[src/rtl/count_bin_display.sv]
// count_bin_display: prescaled up/down binary counter with load,
// wrap/saturate overflow, and registered active-low hex/LED drive.
// Ports: CLOCK_50, reset (sync, high), en, up_dn, load, load_value
//   -> count, step, limit, hex[7*DIGITS-1:0], leds.
module count_bin_display #(
  parameter int WIDTH    = 8,
  parameter int DIGITS   = 2,
  parameter int PRESCALE = 50000000,
  parameter int SATURATE = 0
) (
  input  logic                  CLOCK_50,
  input  logic                  reset,
  input  logic                  en,
  input  logic                  up_dn,
  input  logic                  load,
  input  logic [WIDTH-1:0]      load_value,
  output logic [WIDTH-1:0]      count,
  output logic                  step,
  output logic                  limit,
  output logic [7*DIGITS-1:0]   hex,
  output logic [WIDTH-1:0]      leds
);

  localparam int PW = (PRESCALE > 1) ? $clog2(PRESCALE) : 1;
  localparam logic [PW-1:0] PRE_LAST = PW'(PRESCALE - 1);
  localparam int NW = DIGITS * 4;

  if (NW < WIDTH) begin : g_bad_digits
    $error("DIGITS*4 must cover WIDTH");
  end
  if (WIDTH < 1 || WIDTH > 32) begin : g_bad_width
    $error("WIDTH must be 1..32");
  end
  if (PRESCALE < 1) begin : g_bad_prescale
    $error("PRESCALE must be >= 1");
  end

  logic [PW-1:0]       pre;
  logic                tick;
  logic                at_max;
  logic                at_zero;
  logic [NW-1:0]       padded;
  logic [7*DIGITS-1:0] hex_next;

  assign tick    = en && (pre == PRE_LAST);
  assign at_max  = &count;
  assign at_zero = ~|count;

  always_ff @(posedge CLOCK_50) begin
    if (reset) begin
      count <= '0;
      pre   <= '0;
      step  <= 1'b0;
      limit <= 1'b0;
    end else begin
      step  <= 1'b0;
      limit <= 1'b0;
      if (load) begin
        count <= load_value;
        pre   <= '0;
      end else if (en) begin
        pre <= tick ? '0 : pre + 1'b1;
        if (tick) begin
          if (up_dn) begin
            if (!at_max) begin
              count <= count + 1'b1;
              step  <= 1'b1;
            end else if (SATURATE != 0) begin
              limit <= 1'b1;
            end else begin
              count <= '0;
              step  <= 1'b1;
              limit <= 1'b1;
            end
          end else begin
            if (!at_zero) begin
              count <= count - 1'b1;
              step  <= 1'b1;
            end else if (SATURATE != 0) begin
              limit <= 1'b1;
            end else begin
              count <= '1;
              step  <= 1'b1;
              limit <= 1'b1;
            end
          end
        end
      end
    end
  end

  function automatic logic [6:0] seg(input logic [3:0] n);
    logic [6:0] s;
    unique case (n)
      4'h0: s = 7'h40;
      4'h1: s = 7'h79;
      4'h2: s = 7'h24;
      4'h3: s = 7'h30;
      4'h4: s = 7'h19;
      4'h5: s = 7'h12;
      4'h6: s = 7'h02;
      4'h7: s = 7'h78;
      4'h8: s = 7'h00;
      4'h9: s = 7'h10;
      4'hA: s = 7'h08;
      4'hB: s = 7'h03;
      4'hC: s = 7'h46;
      4'hD: s = 7'h21;
      4'hE: s = 7'h06;
      4'hF: s = 7'h0E;
    endcase
    return s;
  endfunction

  // Zero-extend count to a whole number of nibbles.
  always_comb begin
    padded = '0;
    padded[WIDTH-1:0] = count;
  end

  always_comb begin
    hex_next = '0;
    for (int i = 0; i < DIGITS; i++) begin
      hex_next[7*i +: 7] = seg(padded[4*i +: 4]);
    end
  end

  // Display is one register stage behind count.
  always_ff @(posedge CLOCK_50) begin
    if (reset) begin
      hex  <= {DIGITS{7'h40}};
      leds <= '0;
    end else begin
      hex  <= hex_next;
      leds <= count;
    end
  end

endmodule

[config.mk]
export PLATFORM = sky130hd
export DESIGN_NAME = count_bin_display
export DESIGN_NICKNAME = d
export VERILOG_FILES = /design/src/rtl/count_bin_display.sv
export SDC_FILE = /design/constraint.sdc
export NUM_CORES = 1
export LEC_CHECK = 0
export ABC_AREA = 1
export BUFFER_PORTS_ARGS = -buffer_cell sky130_fd_sc_hd__buf_2
export CORE_UTILIZATION = 23
export CTS_BUF_LIST = sky130_fd_sc_hd__clkbuf_4 sky130_fd_sc_hd__clkbuf_8
export CTS_CLUSTER_SIZE = 40
export DETAILED_ROUTE_END_ITERATION = 6
export HOLD_SLACK_MARGIN = 0.03
export SYNTH_ARGS = -nofsm -noshare
export SYNTH_HDL_FRONTEND = slang
export SYNTH_SLANG_ARGS = --single-unit
[constraint.sdc]
create_clock -name CLOCK_50 -period 2 [get_ports CLOCK_50]
set_input_delay 0.4 -clock CLOCK_50 [delete_from_list [all_inputs] [get_ports CLOCK_50]]
set_output_delay 0.4 -clock CLOCK_50 [all_outputs]
set_load 0.02 [all_outputs]
## After elaboration in Yosys (flattened, before gate mapping)

Memory sizes are Yosys's and may differ from the RTL's. A register that Yosys moved wholly into a read port is not among the register bits.
Index checks and enable logic that the tools add are counted.

- Register bits: 44
- ROM bits: 224
- Output and inout bits: 32
- Word-level logic and storage cells: 33
- Memories kept: 2

Memories:

| name | depth | width | read ports | clocked after Yosys merged registers in | wr ports | line | RTL |
|---|---|---|---|---|---|---|---|
| (name not given) | 16 | 7 | 1 | 1 | 0 | 94 | `unique case (n)` |
| (name not given) | 16 | 7 | 1 | 1 | 0 | 94 |  |

- $add $sub $neg: 3
- Equality and inequality tests: 1
- Mux-type cells: 11
- Bitwise logic cells: 2
- Reduce and logical (&&, ||, !) cells: 9

Operator list:

| cell | number |
|---|---|
| two-way mux 8 bit | 6 |
| adder 26 x 1 -> 26 bit (second input constant) | 1 |
| == test 26 bit (second input constant) | 1 |
| two-way mux 26 bit | 1 |
| adder 8 x 1 -> 8 bit (second input constant) | 1 |
| AND reduction 8 bit | 1 |
| OR reduction 8 bit | 1 |
| subtractor 8 x 1 -> 8 bit (second input constant) | 1 |
| two-way mux 1 bit | 4 |
| nonzero test 2 bit | 2 |
| OR reduction 4 bit | 1 |
| OR reduction 3 bit | 1 |
| NOT 1 bit | 2 |
| AND reduction 2 bit | 1 |
| OR reduction 2 bit | 1 |
| logical AND 1 bit | 1 |

## Longest topological paths before layout

Gate-level depths: netlist (run 1).

- Depth after elaboration: 6
- Gate-level depth with buffers: 11

## Least setup slack after synthesis (run 1)

OpenSTA, ideal clock, no wires.

- Kind: register to register
- Start point: register count[4]
- End point: register count[1]
- Arrival time: 1.622 ns
- Required time: 1.888 ns
- Path slack: 0.266 ns
- Stages on the path, launching flop included: 9
- Buffers on the path: 0
- Path through: dfxtp_1 > inv_1 > ha_1 > nand4_1 > nor2_1 > nor2_1 > o211ai_1 > nand2_1 > nand2_1

- Cells in the longest elaborated chain, start to end: 6
- Elaborated cells on any way between the ends: 8
- Classes of those cells: 6 x mux; 2 x reduce/logical

Ends and longest elaborated chain:

| what | line | RTL |
|---|---|---|
| start, declared | 17 | `output logic [WIDTH-1:0] count,` |
| start signal, assigned | 59 | `count <= load_value;` |
| start signal, assigned | 66 | `count <= count + 1'b1;` |
| start signal, assigned | 77 | `count <= count - 1'b1;` |
| OR reduction 8 bit or AND reduction 8 bit (tied branches) | 47, 46 |  |
| two-way mux 8 bit (on tied branches) | 76, 65 |  |
| two-way mux 8 bit (*) | 64 | `if (up_dn) begin` |
| two-way mux 8 bit (*) | 63 | `if (tick) begin` |
| two-way mux 8 bit (*) | 61 | `end else if (en) begin` |
| two-way mux 8 bit (*) | 58 | `if (load) begin` |

Mark *: on every way between the ends. The rest lies on a longest branch, timed or not. The select of a mux whose other input is x is not followed.
A chain may end at the register's enable or synchronous reset.

## Worst setup path after layout (run 1)

- Start point: register count[0]
- End point: register count[1]

- Cells in the longest elaborated chain, start to end: 6
- Elaborated cells on any way between the ends: 10
- Classes of those cells: 2 x add/sub; 6 x mux; 2 x reduce/logical

Ends and longest elaborated chain:

| what | line |
|---|---|
| subtractor 8 x 1 -> 8 bit (tied with other cells) | 77 |
| two-way mux 8 bit (on tied branches) | 76, 65 |
| two-way mux 8 bit (*) | 64 |
| two-way mux 8 bit (*) | 63 |
| two-way mux 8 bit (*) | 61 |
| two-way mux 8 bit (*) | 58 |

Marked as above.

==> flow_summary_export.csv, run 1 <==
group,metric,value,unit
grt,grtUsageTotal,12.5,%
cts,cts_hold_buf,0,
finish,nNetsFinal,570,
worst_setup_path,start_kind,"flop",
finish,final_cells,728,
pwr,power.leakage,1.75,nW
detailed_routing,drt-initial-drc-count,106,
status,outcome,"completed",
cts,post_cts_resized,0,
die,die_h,122,µm
sta,finalCritPeriodShare,92.2,%
detailed_routing,routed_via_density,4.37,
logic_synthesis,synth_cell_types,38,
finish,final_area,3990,µm²
worst_setup_path,worstPathMaxFanout,9,
detailed_routing,wl_per_cell,12.0,µm
worst_setup_path,cp-end-kind,"flop",
logic_synthesis,yosys.area.top_type_share,35.2,%
sta,relSlewSlack,68.0,%
logic_synthesis,syn_nets,517,
die,die_x,122,µm
die,dieArea,14800,µm²
sta,max_freq,0.542,GHz
sta,finalSetupViolCount,0,
cts,cts_made_buffers,9,
cts,clock_sinks,58,
cts,clk_path_buf_depth,2,
grt,antenna_found_initial,0,
detailed_routing,wl_met2,4240,µm
logic_synthesis,yosysMostFrequentCell,"nand2_1",
logic_synthesis,synth-seq-area-share,35.2,%
cts,root_buffer,"clkbuf_8",
detailed_routing,vias,3182,
logic_synthesis,ys_seq_elements,58,
cts,clk_latency,350,ps
die,num_io_pins,45,
sta,worst_pin_slew,477,ps
worst_setup_path,setup.worst_path.start,"count[0]",
pwr,peakVddDrop,0.299,mV
sta,finalHoldViolCount,0,
worst_setup_path,worstPathRequired,2250,ps
cts,cts_tree,"built",
finish,diodes,0,
worst_setup_path,rr_endpoint,"count[1]",
placement,dp_hpwl,6650,µm
logic_synthesis,synthTopCellsByCount,"122 x nand2_1, 92 x nor2_1, 58 x dfxtp_1, 51 x inv_1, 39 x nand3_1",
worst_hold_path,hp-class,"in -> reg",
pwr,powerDensity,774,nW/µm²
sta,finalCriticalPeriod,1840,ps
die,start_util,23.6,%
detailed_routing,wl_met1,4010,µm
logic_synthesis,synth_flop_cell,"dfxtp_1",
grt,grt_pass1_vias,2923,
detailed_routing,drc,0,
logic_synthesis,synth-edff-count,0,
logic_synthesis,ys_top_cells_by_area,"dfxtp_1 35%, nand2_1 14%, nor2_1 10%, nand3_1 5.9%, inv_1 5.8%",
sta,finClkSkew,14.0,ps
detailed_routing,wl_met3,390,µm
flow_run,drv_cap,0,
logic_synthesis,synth_area,3290,µm²
worst_setup_path,r2r_cells,8,
detailed_routing,antenna_left,0,
logic_synthesis,async_flop_share,0,%
logic_synthesis,netlist_instances,491,
worst_setup_path,r2r_setup_slack,160,ps
cts,worst_setup_hold_path_clk_slew,70,ps
placement,numPlacedInstances,713,
logic_synthesis,synth_top_area_cell,"dfxtp_1",
detailed_routing,drt_wl_total,8740,µm
sta,final_max_slew_viol_count,0,
worst_setup_path,r2r-start,"count[0]",
finish,drive_gt1_share,17.7,%
detailed_routing,dr.pass1.iters,4,
placement,gp_congestion,0.885,
detailed_routing,top_layer,"met4",
die,coreArea,13900,µm²
worst_setup_path,crit_type,"reg -> reg",
cts,h-tree-depth,3,
placement,placed_area,3730,µm²
logic_synthesis,ys_warn_count,0,
worst_setup_path,cp.arrival,2100,ps
grt,grt_start_max_net_pins,18,
die,rows,43,
logic_synthesis,avgSynthCellArea,6.71,µm²
finish,area_growth_syn_to_layout,21.0,%
sta,grt_setup_unrepaired,"false",
placement,io_buffers,44,
grt,grt-ovfl-total,0,
worst_setup_path,endpoint,"count[1]",
sta,tns,0,ps
cts,postCtsSetupBuffers,0,
grt,grt_pass1_wl,14200,µm
==> final cells by class <==
| type | count | area (µm²) |
|---|---|---|
| tap | 180 | 225 |
| multi-input combinational | 369 | 1870 |
| timing repair buffer | 52 | 280 |
| fill | 1528 | 9950 |
| inverter | 54 | 203 |
| clock inverter | 4 | 98.8 |
| clock buffer | 11 | 151 |
| sequential | 58 | 1160 |
==> worst max-delay path, stage by stage, from the launching register on <==
cell and delay [ps]:
dfxtp_1 440, inv_1 210, ha_1 290, nand4_1 190, nor2_1 60, nor2_1 260
o211ai_1 160, nand2_1 100, nand2_1 50
==> registers in the layout (all words and copies together), names as in the netlist <==
name and flops:
leds 8, hex 14, count 8, step 1, limit 1, pre 26
==> cell families after synthesis <==
kind of cell / Yosys count / synth area share, %
fa+ha+maj: 13 / 4.94
buf+inv: 64 / 8.13
xor+xnor: 9 / 2.39
simple gates: 298 / 40.2
compound gates: 49 / 9.11
flops: 58 / 35.2
==> per-stage QoR <==
step                worst slack [ps]  total power [mW]  util, %  hold slack, ps
CTS                              146              3.14     28.6             345
detailed placement               157              1.73     26.8             492
floorplan                        266              1.58        -             461
global placement                 135              1.73     26.8             477
finish                           155              3.08     28.6             367
global route                    11.2              3.25     28.6             362
==> metal layers <==
layer	vias up	track usage (%)
met5	-	0
met3	9	3.75
met1	1437	15.2
li1	1674	-
met4	0	4.48
met2	62	20.9
==> cells in the final DEF, fill, tap and decap left out, types with 4 or more instances in the layout <==
cell	n
a21oi_1	17
buf_2	44
buf_4	8
clkbuf_8	11
dfxtp_1	58
ha_1	13
inv_1	51
nand2_1	122
nand2_2	7
nand3_1	39
nand4_1	8
nor2_1	92
nor2_2	7
nor2_4	4
nor3_1	8
o21ai_0	11
xor2_1	7
==> where the power goes <==
part           total [mW]  internal [mW]  switching, mW
combinational       0.457          0.156          0.301
clock                1.39          0.891          0.496
sequential           1.24           1.20         0.0371
==> worst min path at each step <==
stage	startpoint	endpoint	cells past startpoint
floorplan	pre[1]	pre[1]	2
global route	load_value[0]	count[0]	5
finish	load_value[0]	count[0]	5
CTS	load_value[4]	count[4]	5
global placement	pre[1]	pre[1]	2
detailed placement	pre[1]	pre[1]	2
Note: power is estimated with default switching activity, not from simulation.
==> inputs of run 2 (changes only) <==
--- a/config.mk
+++ b/config.mk
@@ -12,6 +12,7 @@
 export CTS_CLUSTER_SIZE = 40
 export DETAILED_ROUTE_END_ITERATION = 6
 export HOLD_SLACK_MARGIN = 0.03
+export PLACE_DENSITY = 0.46
 export SYNTH_ARGS = -nofsm -noshare
 export SYNTH_HDL_FRONTEND = slang
 export SYNTH_SLANG_ARGS = --single-unit
==> constraint.sdc (replaced) <==
create_clock -name CLOCK_50 -period 1.8 [get_ports CLOCK_50]
set_input_delay 0.36 -clock CLOCK_50 [delete_from_list [all_inputs] [get_ports CLOCK_50]]
set_output_delay 0.36 -clock CLOCK_50 [all_outputs]
set_load 0.02 [all_outputs]
==> run 2 against run 1 <==
Final cell count up 2.5%. Routed wire length up 5.7%. Maximum frequency up 12%. First-iteration DRC count up 48%. Die area unchanged. Final area up 2.1%. Via count up 2.7%. Critical path type unchanged. Largest cell class unchanged. Highest routed layer unchanged.
==> flow_summary_export.csv, run 2 (synthesized netlist as in run 1, its figures left out) <==
group,metric,value,unit
sta,max_freq,0.606,GHz
finish,diodes,0,
pwr,power.share.sequential,43.3,%
cts,clk_path_buf_depth,2,
cts,clk_latency,370,ps
sta,finClkSkew,16.0,ps
worst_setup_path,slowest_delay,410,ps
worst_setup_path,cp-end-kind,"flop",
finish,nNetsFinal,588,
die,die_h,122,µm
sta,finalCriticalPeriod,1650,ps
sta,finalCritPeriodShare,91.7,%
cts,clock_sinks,58,
finish,layout_commonest_cell,"nand2_1",
pwr,power.leakage,1.82,nW
finish,drive_gt1_share,20.7,%
worst_setup_path,crit_type,"reg -> reg",
die,num_io_pins,45,
placement,dp_hpwl,7160,µm
worst_hold_path,hold_start,"load_value[0]",
placement,io_buffers,44,
finish,largest_reg_flops,26,
detailed_routing,routed_via_density,4.38,
detailed_routing,drt-initial-drc-count,157,
worst_setup_path,start_kind,"flop",
die,die_x,122,µm
worst_setup_path,r2r-start,"count[0]",
cts,h-tree-depth,3,
grt,grt_pass1_vias,3216,
grt,grt_start_max_net_pins,17,
pwr,powerDensity,776,nW/µm²
worst_setup_path,crit_buf_inv,1,
detailed_routing,drt_wl_total,9250,µm
pwr,switching_share,29.4,%
pwr,clkPwrFrac,39.3,%
worst_setup_path,crit_chain,"inv_1 > ha_1 > nand4_1 > nor2_1 > nor2_1 > o211ai_1 > nand2_1 > nand2_1",
pwr,combPwrFrac,17.4,%
cts,cts_tree,"built",
detailed_routing,wl_per_cell,12.4,µm
flow_run,drv_cap,0,
pwr,power.internal,2.23,mW
sta,grt_setup_unrepaired,"false",
pwr,peakVddDrop,0.275,mV
worst_setup_path,critPathTopFamily,"simple AND/OR/NAND/NOR gates",
cts,cts_made_buffers,9,
cts,cts_hold_buf,0,
worst_setup_path,cp.arrival,1920,ps
detailed_routing,vias,3267,
finish,area_growth_syn_to_layout,23.5,%
sta,worst_pin_slew,445,ps
cts,worst_setup_hold_path_clk_slew,80,ps
die,dieArea,14800,µm²
placement,gp_congestion,0.874,
pwr,power.switching,0.930,mW
finish,fillers,1554,
sta,relSlewSlack,70.3,%
finish,fin_util,29.2,%
detailed_routing,drc,0,
worst_setup_path,worstPathMaxFanout,5,
sta,finalSetupViolCount,0,
grt,grtUsageTotal,13.6,%
die,start_util,23.6,%
detailed_routing,antenna_left,0,
cts,root_buffer,"clkbuf_8",
sta,tns,0,ps
finish,reg_top3,"pre: 26 flops, hex: 14 flops",
finish,final_cell_mix,"122 x nand2_1, 92 x nor2_1, 56 x dfxtp_1, 51 x inv_1, 44 x buf_2",
detailed_routing,dr.pass1.iters,4,
sta,finalHoldViolCount,0,
sta,final_max_slew_viol_count,0,
grt,grt_pass1_wl,15400,µm
worst_setup_path,setup.worst_path.start,"count[0]",
finish,largest_register,"pre",
worst_hold_path,hp-class,"in -> reg",
die,rows,43,
worst_setup_path,slowest_stage,"dfxtp_1",
status,outcome,"completed",
grt,antenna_found_initial,0,
worst_setup_path,worstPathRequired,2070,ps
grt,grt-ovfl-total,0,
die,coreArea,13900,µm²
run 2: cell count changes in the layout (fill, tap and decap cells not counted), sizes merged:
cell	delta
clkbuf	+1
bufinv	-2
clkinv	+1
buf	+18
run 2: final timing paths:
path	cells past startpoint	slack, ps	to
worst max-delay path	8	150	count[1]
worst min-delay path	5	320	count[0]
worst max register to register	8	150	count[1]
worst min register to register	2	490	pre[1]
run 2: metal layers:
metal / part of all wire [%] / global-route usage (%) / wire length, µm
met5: 0 / 0 / 0
met4: 1.8 / 6.94 / 170
met3: 4.0 / 2.57 / 373
met2: 48 / 22.7 / 4460
met1: 46 / 16.6 / 4240
run 2: worst reg2reg max path, cell delays in order, from the launching register on:
cell,delay [ps]
dfxtp_1,410
inv_1,110
ha_1,260
nand4_1,170
nor2_1,60
nor2_1,250
o211ai_1,160
nand2_1,90
nand2_1,40
run 2: layout make-up:
cell class	count	area, µm²	share of cell area, %
Clock inverter	3	40.0	0.984
Multi-Input combinational cell	369	1870	46.0
Tap cell	180	225	5.53
Timing Repair Buffer	70	415	10.2
Clock buffer	12	153	3.75
Sequential cell	58	1160	28.6
Inverter	54	203	4.98
run 2: power by group through the flow:
stage / clock network, mW / registers (mW) / logic, mW
global route: 1.34 / 1.37 / 0.609
floorplan: 0 / 1.46 / 0.297
detailed placement: 0 / 1.40 / 0.549
global placement: 0 / 1.40 / 0.553
CTS: 1.28 / 1.37 / 0.553
finish: 1.24 / 1.37 / 0.549
run 2: timing repair:
item | CTS | global route
setup endpoints to repair | 0 | 11
buffers inserted | 0 | 3
resized for setup | 0 | 3
hold endpoints to repair | 0 | 0
run 2: metrics by stage:
stage          cells  hold slack (ps)  cell area, µm²  total power, mW  setup WS [ps]
2_1_floorplan    491              461            3290             1.76           65.8
5_1_grt          746              341            4070             3.32           2.17
6_report         746              315            4070             3.16            149
4_1_cts          743              297            4040             3.21            136
3_3_place_gp     728              477            3850             1.95            127
3_5_place_dp     728              488            3850             1.95            108
==> inputs of run 3 (changes only) <==
--- a/config.mk
+++ b/config.mk
@@ -7,12 +7,13 @@
 export LEC_CHECK = 0
 export ABC_AREA = 1
 export BUFFER_PORTS_ARGS = -buffer_cell sky130_fd_sc_hd__buf_2
-export CORE_UTILIZATION = 23
+export CORE_UTILIZATION = 55
 export CTS_BUF_LIST = sky130_fd_sc_hd__clkbuf_4 sky130_fd_sc_hd__clkbuf_8
 export CTS_CLUSTER_SIZE = 40
 export DETAILED_ROUTE_END_ITERATION = 6
 export HOLD_SLACK_MARGIN = 0.03
-export PLACE_DENSITY = 0.46
+export PLACE_DENSITY = 0.84
+export SLEW_MARGIN = 20
 export SYNTH_ARGS = -nofsm -noshare
 export SYNTH_HDL_FRONTEND = slang
 export SYNTH_SLANG_ARGS = --single-unit
==> run 3 against run 2 <==
Register-to-register slack about the same. Worst setup slack about the same. Power shrank 5.2%. Sequential cell count stayed put. Critical path type unchanged. Highest routed layer unchanged.
==> flow_summary_export.csv, run 3 (synthesized netlist as in run 1, its figures left out) <==
group,metric,value,unit
status,outcome,"completed",
sta,final_max_slew_viol_count,0,
sta,finalCritPeriodShare,91.7,%
finish,drive_gt1_share,19.8,%
finish,final_cell_mix,"122 x nand2_1, 91 x nor2_1, 55 x dfxtp_1, 51 x inv_1, 44 x buf_2",
sta,finalCriticalPeriod,1650,ps
flow_run,drv_cap,0,
pwr,power.leakage,1.76,nW
die,start_util,58.4,%
detailed_routing,drt-initial-drc-count,245,
placement,post-place-ws,-65.6,ps
worst_setup_path,crit_chain,"inv_1 > ha_1 > nand4_1 > nor2_1 > nor2_2 > o211ai_1 > nand2_1 > nand2_1",
worst_setup_path,critPathTopFamily,"simple AND/OR/NAND/NOR gates",
placement,io_buffers,44,
cts,cts_tree,"built",
worst_setup_path,slowest_delay,380,ps
sta,finalHoldViolCount,0,
sta,grt_setup_unrepaired,"false",
sta,whs,341,ps
die,rows,27,
sta,worst_pin_slew,463,ps
cts,cts_hold_buf,0,
cts,clock_sinks,58,
die,coreArea,5640,µm²
die,dieArea,6300,µm²
finish,layout_commonest_cell,"nand2_1",
pwr,fin_total_pwr,2.99,mW
worst_setup_path,worstPathRequired,2040,ps
finish,largest_register,"pre",
detailed_routing,drc,0,
finish,fin_util,68.2,%
sta,relSlewSlack,69.0,%
sta,finClkSkew,4.78,ps
detailed_routing,dr.pass1.iters,5,
pwr,clkPwrFrac,36.3,%
finish,multi_input_area,1880,µm²
worst_setup_path,crit_top_cell,"nand2_1",
placement,dp_hpwl,6160,µm
finish,nNetsFinal,578,
worst_setup_path,crit_type,"reg -> reg",
grt,grt_pass1_vias,3090,
worst_setup_path,crit_buf_inv,1,
die,die_h,79.4,µm
worst_setup_path,cp.arrival,1890,ps
sta,finalSetupViolCount,0,
pwr,peakVddDrop,0.566,mV
cts,h-tree-depth,3,
die,num_io_pins,45,
worst_setup_path,start_kind,"flop",
finish,diodes,0,
finish,regArea,1160,µm²
grt,grt_start_max_net_pins,14,
pwr,combPwrFrac,17.8,%
worst_hold_path,hp-class,"in -> reg",
detailed_routing,vias,3405,
cts,worst_setup_hold_path_clk_slew,60,ps
grt,antenna_found_initial,0,
grt,grt-ovfl-total,0,
placement,gp_congestion,0.956,
finish,area_growth_syn_to_layout,16.8,%
worst_setup_path,cp-end-kind,"flop",
finish,largest_reg_flops,26,
detailed_routing,wl_per_cell,13.2,µm
worst_setup_path,slowest_stage,"dfxtp_2",
finish,reg_top3,"pre: 26 flops, hex: 14 flops",
sta,setup_ws,149,ps
pwr,power.switching,0.893,mW
pwr,power.internal,2.10,mW
finish,fillers,473,
cts,clk_latency,340,ps
pwr,switching_share,29.8,%
detailed_routing,antenna_left,0,
grt,grtUsageTotal,27.8,%
pwr,powerDensity,778,nW/µm²
detailed_routing,drt_wl_total,8280,µm
grt,grt_pass1_wl,13500,µm
die,die_x,79.4,µm
cts,root_buffer,"clkbuf_8",
detailed_routing,routed_via_density,5.42,
cts,clk_path_buf_depth,2,
cts,cts_made_buffers,9,
sta,max_freq,0.606,GHz
pwr,power.share.sequential,45.9,%
worst_setup_path,worstPathMaxFanout,6,
## run 3: cell count changes in the layout (fill, tap and decap cells not counted), sizes merged
cell    change
buf        -10
clkinv      +1
bufinv      -1
## run 3: per-stage QoR
stage          setup TNS (ps)  cell area (µm²)  std cells
2_1_floorplan               0             3290        491
3_3_place_gp                0             3660        613
3_5_place_dp             -131             3660        613
4_1_cts                     0             3840        628
5_1_grt                     0             3850        628
6_report                    0             3850        628
## run 3: worst paths after layout
check	startpoint	to	slack [ps]	cells after the start
worst max-delay path	count[1]	count[1]	150	8
worst min-delay path	reset	leds[7]	340	2
worst max register to register	count[1]	count[1]	150	8
worst min register to register	pre[0]	pre[0]	490	2
## run 3: layout make-up
cell class	count	area share (%)
Clock buffer	12	4.13
Clock inverter	3	0.390
Inverter	54	5.27
Multi-Input combinational cell	369	48.8
Sequential cell	58	30.3
Tap cell	72	2.34
Timing Repair Buffer	60	8.84
## run 3: layer usage
metal | track usage, % | wire [µm]
met2 | 50.0 | 4200
met3 | 6.17 | 573
met4 | 11.3 | 206
met5 | 0 | 0
met1 | 31.7 | 3300
## run 3: power groups by stage
stage	clock, mW	sequential, mW	combinational [mW]
detailed placement	0	1.40	0.520
finish	1.09	1.37	0.534
global placement	0	1.40	0.509
global route	1.17	1.38	0.584
floorplan	0	1.46	0.297
CTS	1.10	1.37	0.523
## run 3: repair_timing
item | 4_1_cts | 5_1_grt
endpoints found under the hold margin | 0 | 0
buffers inserted | 0 | 0
resized for setup | 1 | 5
setup endpoints to repair | 6 | 7
pin swaps | 0 | 0
